===== src/rtl/memory_stage.sv =====
`timescale 1ns/1ps
// Memory stage: data-memory load/store sequencing, load extraction and
// writeback register for the in-order pipeline.
module memory_stage (
    input  logic        clk,
    input  logic        RESET,
    input  logic        MEM_V,
    input  logic [31:0] MEM_IR,
    input  logic [63:0] MEM_NPC,
    input  logic [63:0] MEM_ALU_RESULT,
    input  logic [63:0] MEM_SR2,
    input  logic [63:0] MEM_CSRFD,
    input  logic [63:0] MEM_RFD,
    input  logic        MEM_ECALL,
    output logic        V_MEM_STALL,
    output logic        DMEM_REQ,
    output logic        DMEM_WE,
    output logic [63:0] DMEM_ADDR,
    output logic [63:0] DMEM_WDATA,
    output logic [7:0]  DMEM_WSTRB,
    input  logic [63:0] DMEM_RDATA,
    input  logic        DMEM_ACK,
    output logic        WB_V,
    output logic [31:0] WB_IR,
    output logic [63:0] WB_NPC,
    output logic [63:0] WB_RESULT,
    output logic [63:0] WB_CSRFD,
    output logic [63:0] WB_RFD,
    output logic        WB_ECALL,
    output logic        WB_MISALIGN
);

    typedef enum logic {
        S_IDLE,
        S_WAIT
    } state_t;

    localparam logic [6:0] OP_LOAD   = 7'b0000011;
    localparam logic [6:0] OP_STORE  = 7'b0100011;
    localparam logic [6:0] OP_JAL    = 7'b1101111;
    localparam logic [6:0] OP_JALR   = 7'b1100111;
    localparam logic [6:0] OP_SYSTEM = 7'b1110011;

    state_t state_q, state_d;

    logic [6:0]  opcode;
    logic [2:0]  funct3;
    logic [1:0]  size;
    logic [2:0]  off;
    logic        is_load;
    logic        is_store;
    logic        is_jump;
    logic        is_sys;
    logic        misaligned;
    logic        mem_op;
    logic        acc;
    logic        mis_exc;
    logic        req;
    logic        stall;
    logic [7:0]  strb;
    logic [63:0] wrep;
    logic [63:0] shifted;
    logic [63:0] ld_data;
    logic [63:0] result;

    logic        wb_v_q, wb_v_d;
    logic [31:0] wb_ir_q, wb_ir_d;
    logic [63:0] wb_npc_q, wb_npc_d;
    logic [63:0] wb_result_q, wb_result_d;
    logic [63:0] wb_csrfd_q, wb_csrfd_d;
    logic [63:0] wb_rfd_q, wb_rfd_d;
    logic        wb_ecall_q, wb_ecall_d;
    logic        wb_misalign_q, wb_misalign_d;

    always_comb begin
        opcode   = MEM_IR[6:0];
        funct3   = MEM_IR[14:12];
        size     = funct3[1:0];
        off      = MEM_ALU_RESULT[2:0];
        is_load  = (opcode == OP_LOAD);
        is_store = (opcode == OP_STORE);
        is_jump  = (opcode == OP_JAL) || (opcode == OP_JALR);
        is_sys   = (opcode == OP_SYSTEM);
        misaligned = 1'b0;
        case (size)
            2'd0: misaligned = 1'b0;
            2'd1: misaligned = off[0];
            2'd2: misaligned = |off[1:0];
            2'd3: misaligned = |off;
            default: misaligned = 1'b0;
        endcase
        mem_op  = is_load | is_store;
        acc     = MEM_V & mem_op & ~misaligned;
        mis_exc = MEM_V & mem_op & misaligned;
    end

    // ACK is only meaningful once a request has been held into WAIT
    always_comb begin
        state_d = state_q;
        req     = 1'b0;
        stall   = 1'b0;
        case (state_q)
            S_IDLE: begin
                if (acc) begin
                    state_d = S_WAIT;
                    req     = 1'b1;
                    stall   = 1'b1;
                end
            end
            S_WAIT: begin
                req   = 1'b1;
                stall = ~DMEM_ACK;
                if (DMEM_ACK) begin
                    state_d = S_IDLE;
                end
            end
            default: state_d = S_IDLE;
        endcase
    end

    always_ff @(posedge clk) begin
        if (RESET) begin
            state_q <= S_IDLE;
        end else begin
            state_q <= state_d;
        end
    end

    always_comb begin
        strb = 8'h00;
        wrep = MEM_SR2;
        case (size)
            2'd0: begin
                strb = 8'h01 << off;
                wrep = {8{MEM_SR2[7:0]}};
            end
            2'd1: begin
                strb = 8'h03 << off;
                wrep = {4{MEM_SR2[15:0]}};
            end
            2'd2: begin
                strb = 8'h0F << off;
                wrep = {2{MEM_SR2[31:0]}};
            end
            2'd3: begin
                strb = 8'hFF;
                wrep = MEM_SR2;
            end
            default: begin
                strb = 8'h00;
                wrep = MEM_SR2;
            end
        endcase
    end

    always_comb begin
        shifted = DMEM_RDATA >> {off, 3'b000};
        ld_data = shifted;
        case (funct3)
            3'd0: ld_data = {{56{shifted[7]}}, shifted[7:0]};
            3'd1: ld_data = {{48{shifted[15]}}, shifted[15:0]};
            3'd2: ld_data = {{32{shifted[31]}}, shifted[31:0]};
            3'd4: ld_data = {56'd0, shifted[7:0]};
            3'd5: ld_data = {48'd0, shifted[15:0]};
            3'd6: ld_data = {32'd0, shifted[31:0]};
            default: ld_data = shifted;
        endcase
    end

    // Misaligned memory ops fall through to the address as their result
    always_comb begin
        result = MEM_ALU_RESULT;
        unique case (1'b1)
            is_load & ~misaligned: result = ld_data;
            is_jump:               result = MEM_NPC;
            is_sys:                result = MEM_CSRFD;
            default:               result = MEM_ALU_RESULT;
        endcase
    end

    always_comb begin
        wb_v_d        = 1'b0;
        wb_ir_d       = wb_ir_q;
        wb_npc_d      = wb_npc_q;
        wb_result_d   = wb_result_q;
        wb_csrfd_d    = wb_csrfd_q;
        wb_rfd_d      = wb_rfd_q;
        wb_ecall_d    = wb_ecall_q;
        wb_misalign_d = wb_misalign_q;
        if (!stall) begin
            wb_v_d        = MEM_V;
            wb_ir_d       = MEM_IR;
            wb_npc_d      = MEM_NPC;
            wb_result_d   = result;
            wb_csrfd_d    = MEM_CSRFD;
            wb_rfd_d      = MEM_RFD;
            wb_ecall_d    = MEM_ECALL;
            wb_misalign_d = mis_exc;
        end
    end

    always_ff @(posedge clk) begin
        if (RESET) begin
            wb_v_q        <= 1'b0;
            wb_ir_q       <= 32'd0;
            wb_npc_q      <= 64'd0;
            wb_result_q   <= 64'd0;
            wb_csrfd_q    <= 64'd0;
            wb_rfd_q      <= 64'd0;
            wb_ecall_q    <= 1'b0;
            wb_misalign_q <= 1'b0;
        end else begin
            wb_v_q        <= wb_v_d;
            wb_ir_q       <= wb_ir_d;
            wb_npc_q      <= wb_npc_d;
            wb_result_q   <= wb_result_d;
            wb_csrfd_q    <= wb_csrfd_d;
            wb_rfd_q      <= wb_rfd_d;
            wb_ecall_q    <= wb_ecall_d;
            wb_misalign_q <= wb_misalign_d;
        end
    end

    assign V_MEM_STALL = stall;
    assign DMEM_REQ    = req;
    assign DMEM_WE     = req & is_store;
    assign DMEM_ADDR   = {MEM_ALU_RESULT[63:3], 3'b000};
    assign DMEM_WSTRB  = is_store ? strb : 8'h00;
    assign DMEM_WDATA  = is_store ? wrep : 64'd0;

    assign WB_V        = wb_v_q;
    assign WB_IR       = wb_ir_q;
    assign WB_NPC      = wb_npc_q;
    assign WB_RESULT   = wb_result_q;
    assign WB_CSRFD    = wb_csrfd_q;
    assign WB_RFD      = wb_rfd_q;
    assign WB_ECALL    = wb_ecall_q;
    assign WB_MISALIGN = wb_misalign_q;

endmodule


===== config.mk =====
export PLATFORM = sky130hd
export DESIGN_NAME = memory_stage
export DESIGN_NICKNAME = d
export VERILOG_FILES = /design/src/rtl/memory_stage.sv
export SDC_FILE = /design/constraint.sdc
export NUM_CORES = 1
export LEC_CHECK = 0
export ABC_AREA = 1
export BUFFER_PORTS_ARGS = -buffer_cell sky130_fd_sc_hd__buf_4
export CAP_MARGIN = 20
export CORE_AREA = 2 2 331 333
export CTS_BUF_LIST = sky130_fd_sc_hd__clkbuf_4
export DETAILED_ROUTE_END_ITERATION = 10
export DIE_AREA = 0 0 333 335
export PLACE_DENSITY = 0.35
export SYNTH_ARGS = -nofsm -noshare
export SYNTH_HDL_FRONTEND = slang
export SYNTH_SLANG_ARGS = --single-unit

===== constraint.sdc =====
create_clock -name clk -period 4.3 [get_ports clk]
set_input_delay 0.215 -clock clk [delete_from_list [all_inputs] [get_ports clk]]
set_output_delay 0.215 -clock clk [all_outputs]
set_load 0.02 [all_outputs]

* Word-level counts from Yosys, hierarchy flattened
Cells that the tools add are included.
** Word-level totals
- Output and inout bits :: 430
- Word-level logic and storage cells :: 53
- Bits of input ports :: 421
- Flip-flop bits (word level) :: 292
** Cells by class
- Bitwise logic cells :: 9
- Mux-type cells :: 12
- Shift operators :: 4
- Reductions and logical operators :: 6
- Equal/unequal tests :: 13
** Operator list (number)
- case mux 64 bit (6 select lines) :: 1
- case mux 64 bit (4 select lines) :: 1
- case mux 64 bit (3 select lines) :: 1
- 2-to-1 mux 64 bit :: 1
- >> shifter 64 x 6 -> 64 bit :: 1
- case mux 8 bit (4 select lines) :: 1
- equality test 7 bit, second input constant :: 3
- equality test 3 bit, second input constant :: 3
- 2-to-1 mux 8 bit :: 1
- << shifter 1 x 3 -> 8 bit, first input constant :: 1
- << shifter 2 x 3 -> 8 bit, first input constant :: 1
- << shifter 4 x 3 -> 8 bit, first input constant :: 1
- equality test 7 x 2 -> 1 bit, second input constant :: 1
- equality test 7 x 6 -> 1 bit, second input constant :: 1
- case mux 1 bit (2 select lines) :: 3
- bitwise AND 1 bit :: 5
- equality test 2 bit, second input constant :: 2
- case mux 1 bit (4 select lines) :: 1
- OR reduction 2 bit :: 2
- equality test 3 x 1 -> 1 bit, second input constant :: 1
- equality test 3 x 2 -> 1 bit, second input constant :: 1
- zero test 3 bit :: 1
- NOT 1 bit :: 3
- OR reduction 3 bit :: 1
- 5 further kinds :: 6

* Depth between registers and ports, before layout
- Depth in word-level cells :: 7
- Mapped depth :: 17

* Worst setup path after synthesis
No wires, ideal clock.
- Kind :: input -> register
- Start :: input MEM_IR[13]
- End :: register wb_rfd_q[53], in the netlist WB_RFD[53]
- Data arrival time :: 1803 ps
- Buffers on the path :: 3
- Setup time :: 112 ps
- Stages :: 17
- Setup slack :: 2385 ps
- Cell sequence :: inv_1 -> ha_1 -> buf_4 -> inv_2 -> nand2_2 -> nand2_1 -> nand3_2 -> nand2_2 -> nand2_2 -> nand2_2 -> nand2_4 -> nand2_4 -> inv_4 -> buf_4 -> buf_6 -> nand2_1 -> nand2_1
** Between the ends
- Word-level cells in the longest chain between the ends :: 6
- Elaborated cells between the ends (all ways) :: 9
** Ends and longest elaborated chain
- from (decl) :: RTL line 8 : input logic [31:0] MEM_IR,
- equality test 2 bit, or another cell as far along :: RTL line 85 : case (size)
- case mux 1 bit (4 select lines) * :: RTL line 85
- NOT 1 bit * :: RTL line 93 : acc = MEM_V & mem_op & ~misaligned;
- bitwise AND 1 bit * :: RTL line 93
- 2-to-1 mux 1 bit * :: RTL line 104 : if (acc) begin
- case mux 1 bit (2 select lines) * :: RTL line 102 : case (state_q)
- to (signal assigned) :: RTL line 218 : wb_rfd_q <= wb_rfd_d;
- to (decl) :: RTL line 71 : logic [63:0] wb_rfd_q, wb_rfd_d;
Every way passes the cells marked *; elsewhere a longest branch is shown, timed or not.
A chain may end at the register's enable or synchronous reset.

* Worst setup path after layout
- Start :: input MEM_IR[12]
- End :: register wb_result_q[7], in the netlist WB_RESULT[7]
** Between the ends
- Word-level cells in the longest chain between the ends :: 6
- Elaborated cells between the ends (all ways) :: 11
** Ends and longest elaborated chain
- equality test 2 bit, or another cell as far along :: RTL line 85
- case mux 1 bit (4 select lines) * :: RTL line 85
- NOT 1 bit * :: RTL line 93, 174
- bitwise AND 1 bit :: RTL line 93
- 2-to-1 mux 1 bit :: RTL line 104
- case mux 1 bit (2 select lines) :: RTL line 102
- to (signal assigned) :: RTL line 216 : wb_result_q <= wb_result_d;
- to (decl) :: RTL line 69 : logic [63:0] wb_result_q, wb_result_d;
Marked as above.

==> results.sh <==
export IMPL_wl_per_cell_um=20.1
export IMPL_hold_path_class="input pin to flop"
export IMPL_routabilityCongestion=0.818
export IMPL_max_slew_margin_pct=38.4
export IMPL_overflow=0
export IMPL_p_per_area_mw_per_mm2=263
export IMPL_synth_top_cell_by_area="dfxtp_1"
export IMPL_leakagePower_nw=15.4
export IMPL_yosysWarningCount=0
export IMPL_period_minus_slack_ns=4.12
export IMPL_power_total_w=0.00829
export IMPL_rows=121
export IMPL_outcome="completed"
export IMPL_synth_area_per_cell_sq_um=6.44
export IMPL_cp_end_kind="flop"
export IMPL_finalCritPeriodShare_pct=95.9
export IMPL_layout_drive_gt1_share_pct=27.2
export IMPL_regArea_sq_mm=0.00585
export IMPL_netlist_instances=2413
export IMPL_maxSlewViolCount=0
export IMPL_grt_util_all_layers_pct=18.9
export IMPL_synth_cell_type_count=39
export IMPL_worst_path_max_delay_cell="dlygate4sd3_1"
export IMPL_grt_max_degree=133
export IMPL_ir_drop_v=0.000128
export IMPL_grt_pass1_vias=22700
export IMPL_insertion_delay_ns=0.96
export IMPL_numCtsBuffers=100
export IMPL_async_reset_ff_share_pct=0
export IMPL_h_tree_depth=3
export IMPL_fin_worst_skew_ns=0.101
export IMPL_multi_input_area_sq_mm=0.00766
export IMPL_critPathArrivalTime_ns=4.96
export IMPL_synth_area_leaders="dfxtp_1 38%, nand2_1 21%, o21ai_1 4.8%"
export IMPL_placedCellCount=4489
export IMPL_synth_main_ff_cell="dfxtp_1"
export IMPL_layoutNonFillerInstCount=5418
export IMPL_antenna_found_initial=11
export IMPL_final_setup_viol_count=0
export IMPL_synth_top_area_share_pct=37.6
export IMPL_critical_path_top_delay_family="buffers and inverters"
export IMPL_worstPathRequired_ns=5.14
export IMPL_vias=21800
export IMPL_worst_slew_pin_slew_ns=0.924
export IMPL_synth_edff_count=0
export IMPL_die_height_um=335
export IMPL_fillerInstances=12100
export IMPL_clock_sinks=292
export IMPL_synthMostInstantiatedCell="nand2_1"
export IMPL_yosysSeqAreaShare_pct=37.6
export IMPL_cts_tree="built"
export IMPL_cpPeakStageDelay_ns=0.56
export IMPL_drt_initial_drc_count=1093
export IMPL_ys_ff_latch=292
export IMPL_cp_cell_sequence="dlygate4sd3_1 -> buf_4 -> inv_1 -> ha_2 -> buf_4 -> nand2_1 -> nand3_2 -> nand2_2 -> nand2_4 -> inv_2 -> buf_12 -> a21oi_1 -> nand2_1 -> dlygate4sd3_1 -> nand2_1 -> dlygate4sd3_1 -> nand2_1 -> dlygate4sd3_1"
export IMPL_syn_to_final_growth_pct=103
export IMPL_path_class="input pin to flop"
export IMPL_max_cap_viol_count=0
export IMPL_initial_core_util_pct=14.4
export IMPL_path_buf_inv=9
export IMPL_hold_violations=0
export IMPL_synth_area_sq_mm=0.0155
export IMPL_fmax_mhz=243
export IMPL_die_w_um=333
export IMPL_io_pins=851
export IMPL_dieArea_sq_mm=0.112
export IMPL_cp_max_fo=48
export IMPL_clk_pin_slew_ns=0.06
export IMPL_firstDrtPassIters=5
export IMPL_viasPerCell=4.03
export IMPL_antenna_left=0
export IMPL_tns_ns=0
export IMPL_rsz0062_at_grt="false"
export IMPL_io_buffers=847
export IMPL_dp_hpwl_mm=81.0
export IMPL_start_kind="input pin"
export IMPL_fp_coreArea_sq_mm=0.108
export IMPL_final_nets=4362
export IMPL_drc=0
export IMPL_root_buffer="clkbuf_4"
export IMPL_ctsLongestPathBuffers=3
export IMPL_routed_wl_mm=109
export IMPL_synth_commonest_cells="889 x nand2_1, 292 x dfxtp_1, 184 x inv_1, 171 x nor2_1, 148 x o21ai_1"
export IMPL_grt_pass1_wl_mm=155
-- metal layers --
| layer | GRT usage [%] | wire (um) |
|---|---|---|
| met1 | 23.8 | 47900 |
| met2 | 31.9 | 52100 |
| met3 | 4.19 | 6500 |
| met4 | 5.43 | 2540 |
| met5 | 0 | 52 |
-- final cells by class --
type / instances / share of cell area [%]
Timing Repair Buffer: 1645 / 45.5
Multi-Input combinational cell: 1705 / 24.2
Sequential cell: 292 / 18.5
Tap cell: 1414 / 5.60
Clock buffer: 146 / 3.47
Inverter: 190 / 2.27
Clock inverter: 20 / 0.408
Antenna cell: 6 / 0.0475
-- placed cells by master (no fill, tap or decap), drive strengths merged, types with 5 or more instances in the layout --
master / synthesis / layout
a21boi: 5 / 5
a21oi: 127 / 127
inv: 189 / 194
clkbuf: 68 / 146
nand3: 63 / 63
dfxtp: 292 / 292
a221oi: 19 / 19
o21ai: 281 / 281
buf: 160 / 889
clkinv: 1 / 15
nand2: 898 / 898
a31oi: 11 / 11
mux2i: 6 / 6
o22ai: 65 / 65
dlygate4sd3: 0 / 756
nor2: 175 / 175
ha: 7 / 7
o211ai: 16 / 16
diode: 0 / 6
or2: 18 / 18
-- cell families (layout without fill, tap and decap cells) --
logic type / count (synthesis) / after routing / share of synthesized area [%]
simple gates: 1162 / 1162 / 29.5
buf+inv: 418 / 2001 / 13.4
compound gates: 527 / 527 / 18.4
fa+ha+maj: 7 / 7 / 0.564
flops: 292 / 292 / 37.6
mux: 6 / 6 / 0.387
other cells: 1 / 9 / 0.0241
-- flip-flops by register name, indices dropped and copies added (netlist names) --
register / count
WB_NPC: 64
WB_ECALL: 1
state_q: 1
WB_RESULT: 64
WB_MISALIGN: 1
WB_V: 1
WB_CSRFD: 64
WB_RFD: 64
WB_IR: 32
-- through the flow --
stage	instance area (sq um)	setup slack (ns)	utilization, %	hold slack, ns
5_1_grt	31600	0.0803	29.2	0.0839
3_5_place_dp	22800	0.724	21.0	0.406
3_3_place_gp	22700	0.656	21.0	0.406
4_1_cts	31500	0.0321	29.2	0.0175
2_1_floorplan	15500	2.38	-	0.318
6_report	31600	0.178	29.2	0.152
-- power breakdown --
group          internal (W)  switching, W  leakage, nW
sequential          0.00287     0.0000948         2.43
combinational       0.00115       0.00113         12.2
clock               0.00156       0.00149        0.728
total               0.00558       0.00272         15.4
-- tightest hold or removal path: stages --
cell     delay, ns
buf_4         0.11
nand2_1       0.10
nand2_4       0.12
nand2_8       0.11
inv_4         0.18
nand2_1       0.16
nand2_1       0.04
-- timing repair --
action	4_1_cts	5_1_grt
resized for setup	0	2
setup buffers	0	0
endpoints found under the setup margin	0	4
hold buffers	756	0
hold endpoints to repair	292	0
-- final timing paths --
path	startpoint	endpoint	slack, ns	cells after the start
setup / recovery	MEM_IR[12]	WB_RESULT[7]$_SDFFE_PP0N_	0.18	18
hold / removal	DMEM_ACK	WB_RESULT[2]$_SDFFE_PP0N_	0.15	7
hold reg to reg	WB_RESULT[34]$_SDFFE_PP0N_	WB_RESULT[34]$_SDFFE_PP0N_	0.46	2
setup reg to reg	state_q$_SDFF_PP0_	WB_RESULT[58]$_SDFFE_PP0N_	1.47	10
(Power assumes the default switching activity.)
